[config.mk]
export PLATFORM = sky130hd
export DESIGN_NAME = quotient_remultiplier
export DESIGN_NICKNAME = d
export VERILOG_FILES = /design/src/rtl/divider_pkg.sv /design/src/rtl/quotient_remultiplier.sv
export SDC_FILE = /design/constraint.sdc
export NUM_CORES = 1
export LEC_CHECK = 0
export CAP_MARGIN = 20
export CORE_MARGIN = 2
export CORE_UTILIZATION = 59
export DETAILED_ROUTE_END_ITERATION = 6
export PLACE_DENSITY = 0.93
export SLEW_MARGIN = 20
export SYNTH_ARGS = -nofsm -noshare
export SYNTH_HDL_FRONTEND = slang
export SYNTH_SLANG_ARGS = --single-unit
[constraint.sdc]
create_clock -name clk -period 3.5 [get_ports clk]
set_input_delay 0.35 -clock clk [delete_from_list [all_inputs] [get_ports clk]]
set_output_delay 0.35 -clock clk [all_outputs]
set_load 0.05 [all_outputs]
[src/rtl/divider_pkg.sv]
// divider_pkg: shared definitions for the divider datapath and its
// inverse (quotient_remultiplier), plus the benches that drive them.
//   QW_DEF / DW_DEF : default quotient and divisor/remainder widths
//   state_t         : sequencing states of the shift-and-add remultiplier
package divider_pkg;

  localparam int QW_DEF = 8;
  localparam int DW_DEF = 16;

  typedef enum logic [1:0] {
    IDLE,
    RUN,
    DONE
  } state_t;

endpackage

[src/rtl/quotient_remultiplier.sv]
// quotient_remultiplier: rebuilds a dividend from a divider result,
// dvdnd_out = q * dvisor + r, using one shift-and-add step per quotient bit.
//
// state | meaning
// IDLE  | ready for a new {q, dvisor, r} triple
// RUN   | one multiplier bit per cycle, LSB first, QW cycles
// DONE  | result presented, held until out_ready
//
// Ports:
//   clk, rst_n            : clock, async active-low reset
//   in_valid / in_ready   : input handshake for q, dvisor, r
//   q [QW]                : quotient
//   dvisor [DW], r [DW]   : divisor and remainder
//   out_valid / out_ready : output handshake
//   dvdnd_out [QW+DW]     : reconstructed dividend
//   rem_err               : r >= dvisor (includes dvisor == 0), informational
module quotient_remultiplier
  import divider_pkg::*;
#(
  parameter int QW = QW_DEF,
  parameter int DW = DW_DEF
) (
  input  logic             clk,
  input  logic             rst_n,
  input  logic             in_valid,
  output logic             in_ready,
  input  logic [QW-1:0]    q,
  input  logic [DW-1:0]    dvisor,
  input  logic [DW-1:0]    r,
  output logic             out_valid,
  input  logic             out_ready,
  output logic [QW+DW-1:0] dvdnd_out,
  output logic             rem_err
);

  localparam int RW = QW + DW;
  localparam int CW = (QW > 1) ? $clog2(QW) : 1;
  localparam logic [CW-1:0] CNT_LAST = CW'(QW - 1);

  state_t        state;
  logic [QW-1:0] q_sh;
  logic [RW-1:0] d_sh;
  logic [RW-1:0] acc;
  logic [CW-1:0] cnt;

  // Max result is 2^RW - 2^QW, so the RW-bit accumulator never needs a carry-out.
  always_ff @(posedge clk or negedge rst_n) begin
    if (!rst_n) begin
      state   <= IDLE;
      q_sh    <= '0;
      d_sh    <= '0;
      acc     <= '0;
      cnt     <= '0;
      rem_err <= 1'b0;
    end else begin
      case (state)
        IDLE: begin
          if (in_valid) begin
            q_sh    <= q;
            d_sh    <= {{QW{1'b0}}, dvisor};
            acc     <= {{QW{1'b0}}, r};
            rem_err <= (r >= dvisor);
            cnt     <= '0;
            state   <= RUN;
          end
        end
        RUN: begin
          if (q_sh[0]) acc <= acc + d_sh;
          q_sh <= q_sh >> 1;
          d_sh <= d_sh << 1;
          cnt  <= cnt + CW'(1);
          // Fixed QW steps: no early exit on zero q_sh keeps latency constant.
          if (cnt == CNT_LAST) state <= DONE;
        end
        DONE: begin
          if (out_ready) state <= IDLE;
        end
        default: state <= IDLE;
      endcase
    end
  end

  assign in_ready  = (state == IDLE);
  assign out_valid = (state == DONE);
  assign dvdnd_out = acc;

endmodule

# Word-level counts from Yosys, hierarchy flattened

Index checks and enable logic that the tools add are counted.

Register bits: 62
Bits in latches: 0
Bits in writable memories: 0
Memory bits (read-only): 0
Input bits: 44
Output and inout bits: 27
Logic and storage cells: 35
Memories kept: 0

Add/subtract/negate cells: 2
$mul: 0
Div/mod/pow operators: 0
Magnitude comparators: 1
Equality and inequality tests: 7
Shift operators: 0
Muxes and demuxes: 13
Bitwise gates (word level): 0
Reductions and logical operators: 6

Operator list:

| cell                | number |
|---|---|
| $pmux 24 s2         | 2 |
| $mux 24             | 3 |
| $add 24x24->24      | 1 |
| $ge 16x16->1        | 1 |
| $pmux 8 s2          | 1 |
| $mux 8              | 1 |
| $mux 2              | 3 |
| $ne 2x2->1 const B  | 3 |
| $pmux 2 s3          | 1 |
| $pmux 3 s2          | 1 |
| $reduce_and 3->1    | 2 |
| $reduce_and 2->1    | 2 |
| $add 3x1->3 const B | 1 |
| $eq 3x3->1 const B  | 1 |
| $mux 3              | 1 |
| $eq 2x1->1 const B  | 1 |
| $eq 2x2->1 const B  | 1 |
| $logic_not 2->1     | 1 |
| $ne 2x1->1 const B  | 1 |
| $reduce_bool 2->1   | 1 |

# Longest topological paths before layout

Gate-level depths: netlist (run 1).

Depth after elaboration: 3
Depth in mapped cells: 10
Mapped depth without buffers: 10

# Worst setup path before layout (run 1)

No wires, ideal clock.

Kind: register to register
From: reg acc[0], in the netlist dvdnd_out[0]
To: reg acc[20], in the netlist dvdnd_out[20]
Setup time: 0.127 ns
Arrival: 2.356 ns
Required time: 3.373 ns
Path slack: 1.017 ns
Stages on the path, launching flop included: 11
Buffers on the path: 0
Clock period less this slack: 2.483 ns
Cell sequence: dfrtp_1 -> ha_1 -> inv_1 -> fa_1 -> nor2b_4 -> o31a_4 -> o311ai_4 -> nand3b_2 -> a311oi_2 -> xor2_1 -> o21ai_1

Longest elaborated chain between the ends: 3

RTL lines:

| element                | line                        | text |
|---|---|---|
| start, declared        | quotient_remultiplier.sv:43 | `logic [RW-1:0] acc;` |
| start signal, assigned | quotient_remultiplier.sv:61 | `acc <= {{QW{1'b0}}, r};` |
| start signal, assigned | quotient_remultiplier.sv:68 | `if (q_sh[0]) acc <= acc + d_sh;` |
| $add 24x24->24         | quotient_remultiplier.sv:68 |  |
| $mux 24                | quotient_remultiplier.sv:68 |  |
| $pmux 24 s2            | quotient_remultiplier.sv:56 | `case (state)` |

No other way between the ends. The select of a mux whose other input is x is not followed.
A chain may end at the register's enable or synchronous reset.

# Worst setup path in the final report (run 1)

From: reg d_sh[2]
To: reg acc[23], in the netlist dvdnd_out[23]

Longest elaborated chain between the ends: 3

RTL lines:

| element                | line                        | text |
|---|---|---|
| start, declared        | quotient_remultiplier.sv:42 | `logic [RW-1:0] d_sh;` |
| start signal, assigned | quotient_remultiplier.sv:60 | `d_sh <= {{QW{1'b0}}, dvisor};` |
| start signal, assigned | quotient_remultiplier.sv:70 | `d_sh <= d_sh << 1;` |
| $add 24x24->24         | quotient_remultiplier.sv:68 |  |
| $mux 24                | quotient_remultiplier.sv:68 |  |
| $pmux 24 s2            | quotient_remultiplier.sv:56 |  |

No other way between the ends. The select of a mux whose other input is x is not followed.

==> flow_summary_export.csv, run 1 <==
group,metric,value,unit
worst_hold_path,hold_class,"primary input to asynchronous set/reset pin",
setup_path,critPathMaxFanout,5,
global_routing,grt_pass1_vias,4078,
sta,setup_violations,0,
sta,period_minus_slack,2.591,ns
cts,cts_buffer_depth,2,
cells_and_area,fill_cells,559,
die,ios,71,
sta,max_freq,386.0,MHz
cts,postCtsHoldBufs,0,
setup_path,crit_type,"flip-flop to flip-flop",
die,fp.dieH,89.95,microns
logic_synthesis,synthArstFlopShare,100.0,%
setup_path,arrival,2.86,ns
cells_and_area,area_delta_synth_final,20.47,%
cts,path_clk_slew,0.08,ns
global_routing,grt_pass1_wl,19550,microns
detailed_routing,wl_per_cell,16.88,microns
logic_synthesis,synthFlopType,"dfrtp_1",
place,io_buffers,70,
setup_path,start_kind,"flip-flop",
cts,htreeDepth,3,
sta,rsz0062_at_grt,"false",
cts,root_buffer,"clkbuf_8",
die,dieArea,8090,sq um
cells_and_area,drive_gt1_share,6.040,%
sta,tns,0,ns
detailed_routing,antenna_left,0,
detailed_routing,drt_iter0_drc,335,
detailed_routing,first_pass_iters,5,
logic_synthesis,yosys_warnings,0,
die,start_util,60.41,%
cts,cts_setup_buffers,0,
detailed_routing,route.vias.total,4276,
logic_synthesis,syn_avg_cell_area,8.176,sq um
global_routing,grt_max_degree,39,
cts,numCtsBuffers,9,
logic_synthesis,synth_edf_count,0,
logic_synthesis,syn_nets,619,
detailed_routing,via_per_inst,6.153,
die,row_count,31,
die,die_x,89.95,microns
cts,cts_resized,0,
cells_and_area,diodes,0,
logic_synthesis,netlist_area,4358,sq um
setup_path,endpoint_kind,"flip-flop",
place,place.gp.congestion,0.9146,
sta,hold_viol_final,0,
place,hpwl,8607,microns
sta,final.period_utilization,74.02,%
setup_path,cp.required,3.77,ns
logic_synthesis,yosysUniqueCellTypes,60,
sta,drv_slew,0,
run,cap_violations,0,
logic_synthesis,synth_sequential_area_ratio,35.60,%
die,coreArea,7214,sq um
sta,worstMarginPinSlew,0.9256,ns
cts,insertion_delay,0.34,ns
cts,clkSinkCount,62,
sta,finalClockSkew,0.006751,ns
logic_synthesis,synthCells,533,
global_routing,grt_usage,29.59,%
cells_and_area,nets,677,
sta,maxSlewHeadroom,38.07,%
outcome,outcome,"complete, no violations",
global_routing,antenna_found_initial,0,
detailed_routing,routed_wl,11730,microns
logic_synthesis,ys_ff_latch,62,
global_routing,overflow,0,
detailed_routing,drc,0,
cts,cts_tree,"done",
## path summary, 6_finish.rpt
| kind | cells after the start | slack [ns] | to | from |
|---|---|---|---|---|
| hold / removal | 1 | 0.12 | d_sh[2]$_DFFE_PN0P_ | rst_n |
| max in group asynchronous | 2 | 2.53 | d_sh[22]$_DFFE_PN0P_ | rst_n |
| hold reg to reg | 1 | 0.48 | dvdnd_out[23]$_DFFE_PN0P_ | dvdnd_out[23]$_DFFE_PN0P_ |
| setup reg to reg | 8 | 0.91 | dvdnd_out[23]$_DFFE_PN0P_ | d_sh[2]$_DFFE_PN0P_ |
| min in group clk | 1 | 0.48 | dvdnd_out[23]$_DFFE_PN0P_ | dvdnd_out[23]$_DFFE_PN0P_ |
| setup / recovery | 8 | 0.91 | dvdnd_out[23]$_DFFE_PN0P_ | d_sh[2]$_DFFE_PN0P_ |
## worst max-delay path, cell delays in order, from the launching register on
cell,delay [ns]
dfrtp_1,0.43
ha_1,0.36
o211ai_1,0.12
o21ai_2,0.32
nor2_1,0.10
o311ai_1,0.49
a21oi_1,0.16
a21oi_1,0.31
mux2i_1,0.22
## through the flow
stage,setup WS [ns],util [%],hold WS (ns),cell area [sq um],cells
6_report,0.9093,72.77,0.1150,5250,695
5_1_grt,0.7769,72.77,0.1779,5250,695
4_1_cts,0.9777,72.77,0.1372,5250,695
3_3_place_gp,0.8494,70.46,0.4694,5084,679
2_1_floorplan,1.017,-,0.05441,4358,533
3_5_place_dp,0.6273,70.46,0.4632,5084,679
## cells in the mapped netlist (2+ instances only)
cell	n	area share [%]
and2_1	3	0.43
dfrtp_1	62	36
and3_1	9	1.3
or3_1	2	0.29
o21a_1	5	0.86
buf_1	3	0.26
clkbuf_1	16	1.4
xor2_1	11	2.2
ha_1	41	12
nand3_1	10	1.1
buf_2	3	0.34
mux2i_1	4	0.92
nor2_1	49	4.2
nand2b_1	3	0.43
nor2b_1	3	0.43
nor3_1	4	0.46
buf_4	4	0.69
a211oi_1	5	0.86
nand4_1	6	0.86
inv_1	24	2.1
nand2_1	106	9.1
a31oi_1	27	3.9
xnor2_1	6	1.2
a21oi_1	42	4.8
o211ai_1	4	0.69
o21ai_0	41	4.7
a2111oi_0	2	0.40
a21o_1	6	1.0
## flip-flops by register name, summed over array words and instances, names as in the netlist
register	count
dvdnd_out	24
state	2
rem_err	1
q_sh	8
cnt	3
d_sh	24
## final cells by class
cell class	count	area, sq um	area share [%]
Inverter	24	90.09	1.716
Sequential cell	62	1551	29.55
Clock buffer	10	127.6	2.431
Timing Repair Buffer	76	740.7	14.11
Tap cell	99	123.9	2.359
Clock inverter	6	38.79	0.7388
Multi-Input combinational cell	418	2577	49.09
## layer usage
layer | share of wire, % | global-route usage, %
met5 | 0 | 0
met4 | 2.3 | 11.28
met3 | 6.3 | 3.856
met2 | 48 | 48.74
met1 | 44 | 40.12
## cell usage in the layout, fill, tap and decap left out, types with 2 or more instances in the layout
cell type	instances
a2111oi_0	2
a211oi_1	5
a21o_1	6
a21oi_1	42
a31oi_1	27
and2_1	3
and3_1	9
buf_4	6
clkbuf_8	9
clkdlybuf4s50_1	69
clkinv_2	3
clkinvlp_4	2
dfrtp_1	62
ha_1	41
inv_1	24
mux2i_1	4
nand2_1	106
nand2b_1	2
nand3_1	10
nand4_1	6
nor2_1	49
nor2b_1	3
nor3_1	4
o211ai_1	4
o21a_1	5
o21ai_0	41
or3_1	2
xnor2_1	6
xor2_1	11
## kinds of logic after synthesis
logic type,share of synthesized area [%]
adder cells (fa/ha/maj),12.23
AO/OA/AOI/OAI,22.22
multiplexers,0.9188
buffers and inverters,5.311
XOR/XNOR,3.417
flip-flops,35.60
AND/OR/NAND/NOR,20.30
Power of run 1 is not shown: default switching activity piles up to over one toggle a cycle in this logic, so the estimate is an artifact.
==> inputs of run 2 (changes only) <==
--- a/config.mk
+++ b/config.mk
@@ -7,9 +7,9 @@
 export LEC_CHECK = 0
 export CAP_MARGIN = 20
 export CORE_MARGIN = 2
-export CORE_UTILIZATION = 59
+export CORE_UTILIZATION = 54
 export DETAILED_ROUTE_END_ITERATION = 6
-export PLACE_DENSITY = 0.93
+export PLACE_DENSITY = 0.87
 export SLEW_MARGIN = 20
 export SYNTH_ARGS = -nofsm -noshare
 export SYNTH_HDL_FRONTEND = slang
==> constraint.sdc (replaced) <==
create_clock -name clk -period 2.5 [get_ports clk]
set_input_delay 0.25 -clock clk [delete_from_list [all_inputs] [get_ports clk]]
set_output_delay 0.25 -clock clk [all_outputs]
set_load 0.05 [all_outputs]
==> run 2 against run 1 <==
  * Register-to-register slack lost 0.84 ns
  * Core utilization decreased by 2.1 points
  * Via count is 0.44% higher
  * Routed wire length rose by 5.0%
  * Critical endpoint is now dvdnd_out[20]$_DFFE_PN0P_
  * Highest routed layer unchanged
==> flow_summary_export.csv, run 2 (same netlist as run 1, synthesis figures left out) <==
group,metric,value,unit
die,ios,71,
setup_path,reg2reg_from,"dvdnd_out[0]$_DFFE_PN0P_",
global_routing,grt_usage,29.81,%
run,cap_violations,0,
place,placed_area,5202,sq um
global_routing,antenna_found_initial,0,
setup_path,cp_slowest_cell,"dfrtp_1",
detailed_routing,antenna_left,0,
place,hpwl,8857,microns
place,io_buffers,70,
setup_path,worstPathCellList,"ha_2, inv_2, fa_2, nor2b_4, o31a_4, o311ai_4, nand3b_4, a311oi_2, xor2_1, o21ai_1",
setup_path,reg2reg_depth,10,
cts,path_clk_slew,0.08,ns
sta,hold_viol_final,0,
detailed_routing,routed_wl,12320,microns
cts,numCtsBuffers,9,
sta,drv_slew,0,
die,row_count,32,
sta,period_minus_slack,2.426,ns
die,start_util,56.11,%
worst_hold_path,hold_depth,3,
outcome,outcome,"complete, no violations",
worst_hold_path,hold_class,"primary input to flip-flop",
cells_and_area,fin_area,5488,sq um
cts,htreeDepth,3,
setup_path,cp_slowest_stage_delay,0.40,ns
worst_hold_path,min_from,"q[7]",
setup_path,endpoint_kind,"flip-flop",
setup_path,start_kind,"flip-flop",
sta,setup_violations,0,
worst_hold_path,min_to,"q_sh[7]$_DFFE_PN0P_",
cells_and_area,fin_cells,713,
detailed_routing,route.vias.total,4295,
setup_path,rrSetupSlack,0.07,ns
global_routing,grt_pass1_vias,4264,
cells_and_area,final_common_cell,"nand2_1",
setup_path,rr_endpoint,"dvdnd_out[20]$_DFFE_PN0P_",
die,coreArea,7767,sq um
setup_path,timing.critical_path.from,"dvdnd_out[0]$_DFFE_PN0P_",
sta,finalClockSkew,0.01329,ns
detailed_routing,via_per_inst,6.024,
place,dpl.cell_count,694,
detailed_routing,drc,0,
sta,rsz0062_at_grt,"true",
sta,maxSlewHeadroom,49.05,%
cells_and_area,final_cell_mix,"106 x nand2_1, 69 x clkdlybuf4s50_1, 62 x dfrtp_1",
die,dieArea,8805,sq um
cts,clkSinkCount,62,
detailed_routing,drt_iter0_drc,308,
setup_path,crit_type,"flip-flop to flip-flop",
setup_path,critPathMaxFanout,4,
cells_and_area,nets,692,
sta,final.period_utilization,97.04,%
setup_path,cp.required,2.74,ns
setup_path,arrival,2.67,ns
cts,insertion_delay,0.36,ns
setup_path,worst-path-buf-inv,1,
cells_and_area,drive_gt1_share,9.493,%
place,place.gp.congestion,0.9176,
global_routing,grt_pass1_wl,20540,microns
global_routing,overflow,0,
sta,max_freq,412.2,MHz
cts,cts_tree,"done",
cells_and_area,area_delta_synth_final,25.93,%
cts,root_buffer,"clkbuf_8",
cells_and_area,diodes,0,
die,die_x,93.84,microns
cts,cts_buffer_depth,2,
setup_path,crit_family,"compound AO/OA/AOI/OAI gates",
detailed_routing,first_pass_iters,5,
global_routing,grt_max_degree,37,
sta,worstMarginPinSlew,0.7643,ns
die,fp.dieH,93.84,microns
detailed_routing,wl_per_cell,17.28,microns
[run 2: worst max path at each step]
| stage | to | depth (start not counted) |
|---|---|---|
| after detailed placement | rem_err$_DFFE_PN0P_ | 10 |
| final | dvdnd_out[20]$_DFFE_PN0P_ | 10 |
| after global routing | dvdnd_out[22]$_DFFE_PN0P_ | 10 |
| after floorplan | dvdnd_out[20]$_DFFE_PN0P_ | 10 |
| after CTS | dvdnd_out[22]$_DFFE_PN0P_ | 10 |
| after global placement | rem_err$_DFFE_PN0P_ | 10 |
[run 2: per-layer routing]
layer,up-vias,share of wire (%),wire [microns],GRT usage (%)
li1,2022,-,-,-
met1,2062,42,5199,38.34
met2,183,49,5992,49.58
met3,28,7.0,860,6.260
met4,0,2.2,266,10.75
met5,-,0,0,0
[run 2: metrics by stage]
stage          setup WS, ns  utilization (%)  hold slack (ns)  setup TNS (ns)
3_3_place_gp       -0.06896            66.98           0.3511        -0.06896
4_1_cts             0.05678            69.96           0.4160               0
2_1_floorplan       0.01678                -         -0.04559               0
3_5_place_dp        -0.2176            66.98           0.3558         -0.2176
6_report            0.07390            70.65           0.4165               0
5_1_grt            -0.04444            70.65           0.4599        -0.05867
[run 2: layout make-up]
cell class,count,area (sq um)
Tap cell,102,127.6
Multi-Input combinational cell,418,2616
Clock inverter,7,97.59
Inverter,24,90.09
Timing Repair Buffer,91,880.8
Clock buffer,9,123.9
Fill cell,601,2280
Sequential cell,62,1551
[run 2: tightest hold or removal path: stages]
cell	delay, ns
clkdlybuf4s50_1	0.40
nand2_1	0.05
nand2_1	0.04
[run 2: timing repair]
action / 4_1_cts / 5_1_grt
hold buffers: 1 / 0
setup endpoints to repair: 0 / 7
buffers inserted: 0 / 2
gates resized for setup: 0 / 10
hold endpoints to repair: 31 / 0
Power of run 2 is left out for the same reason.
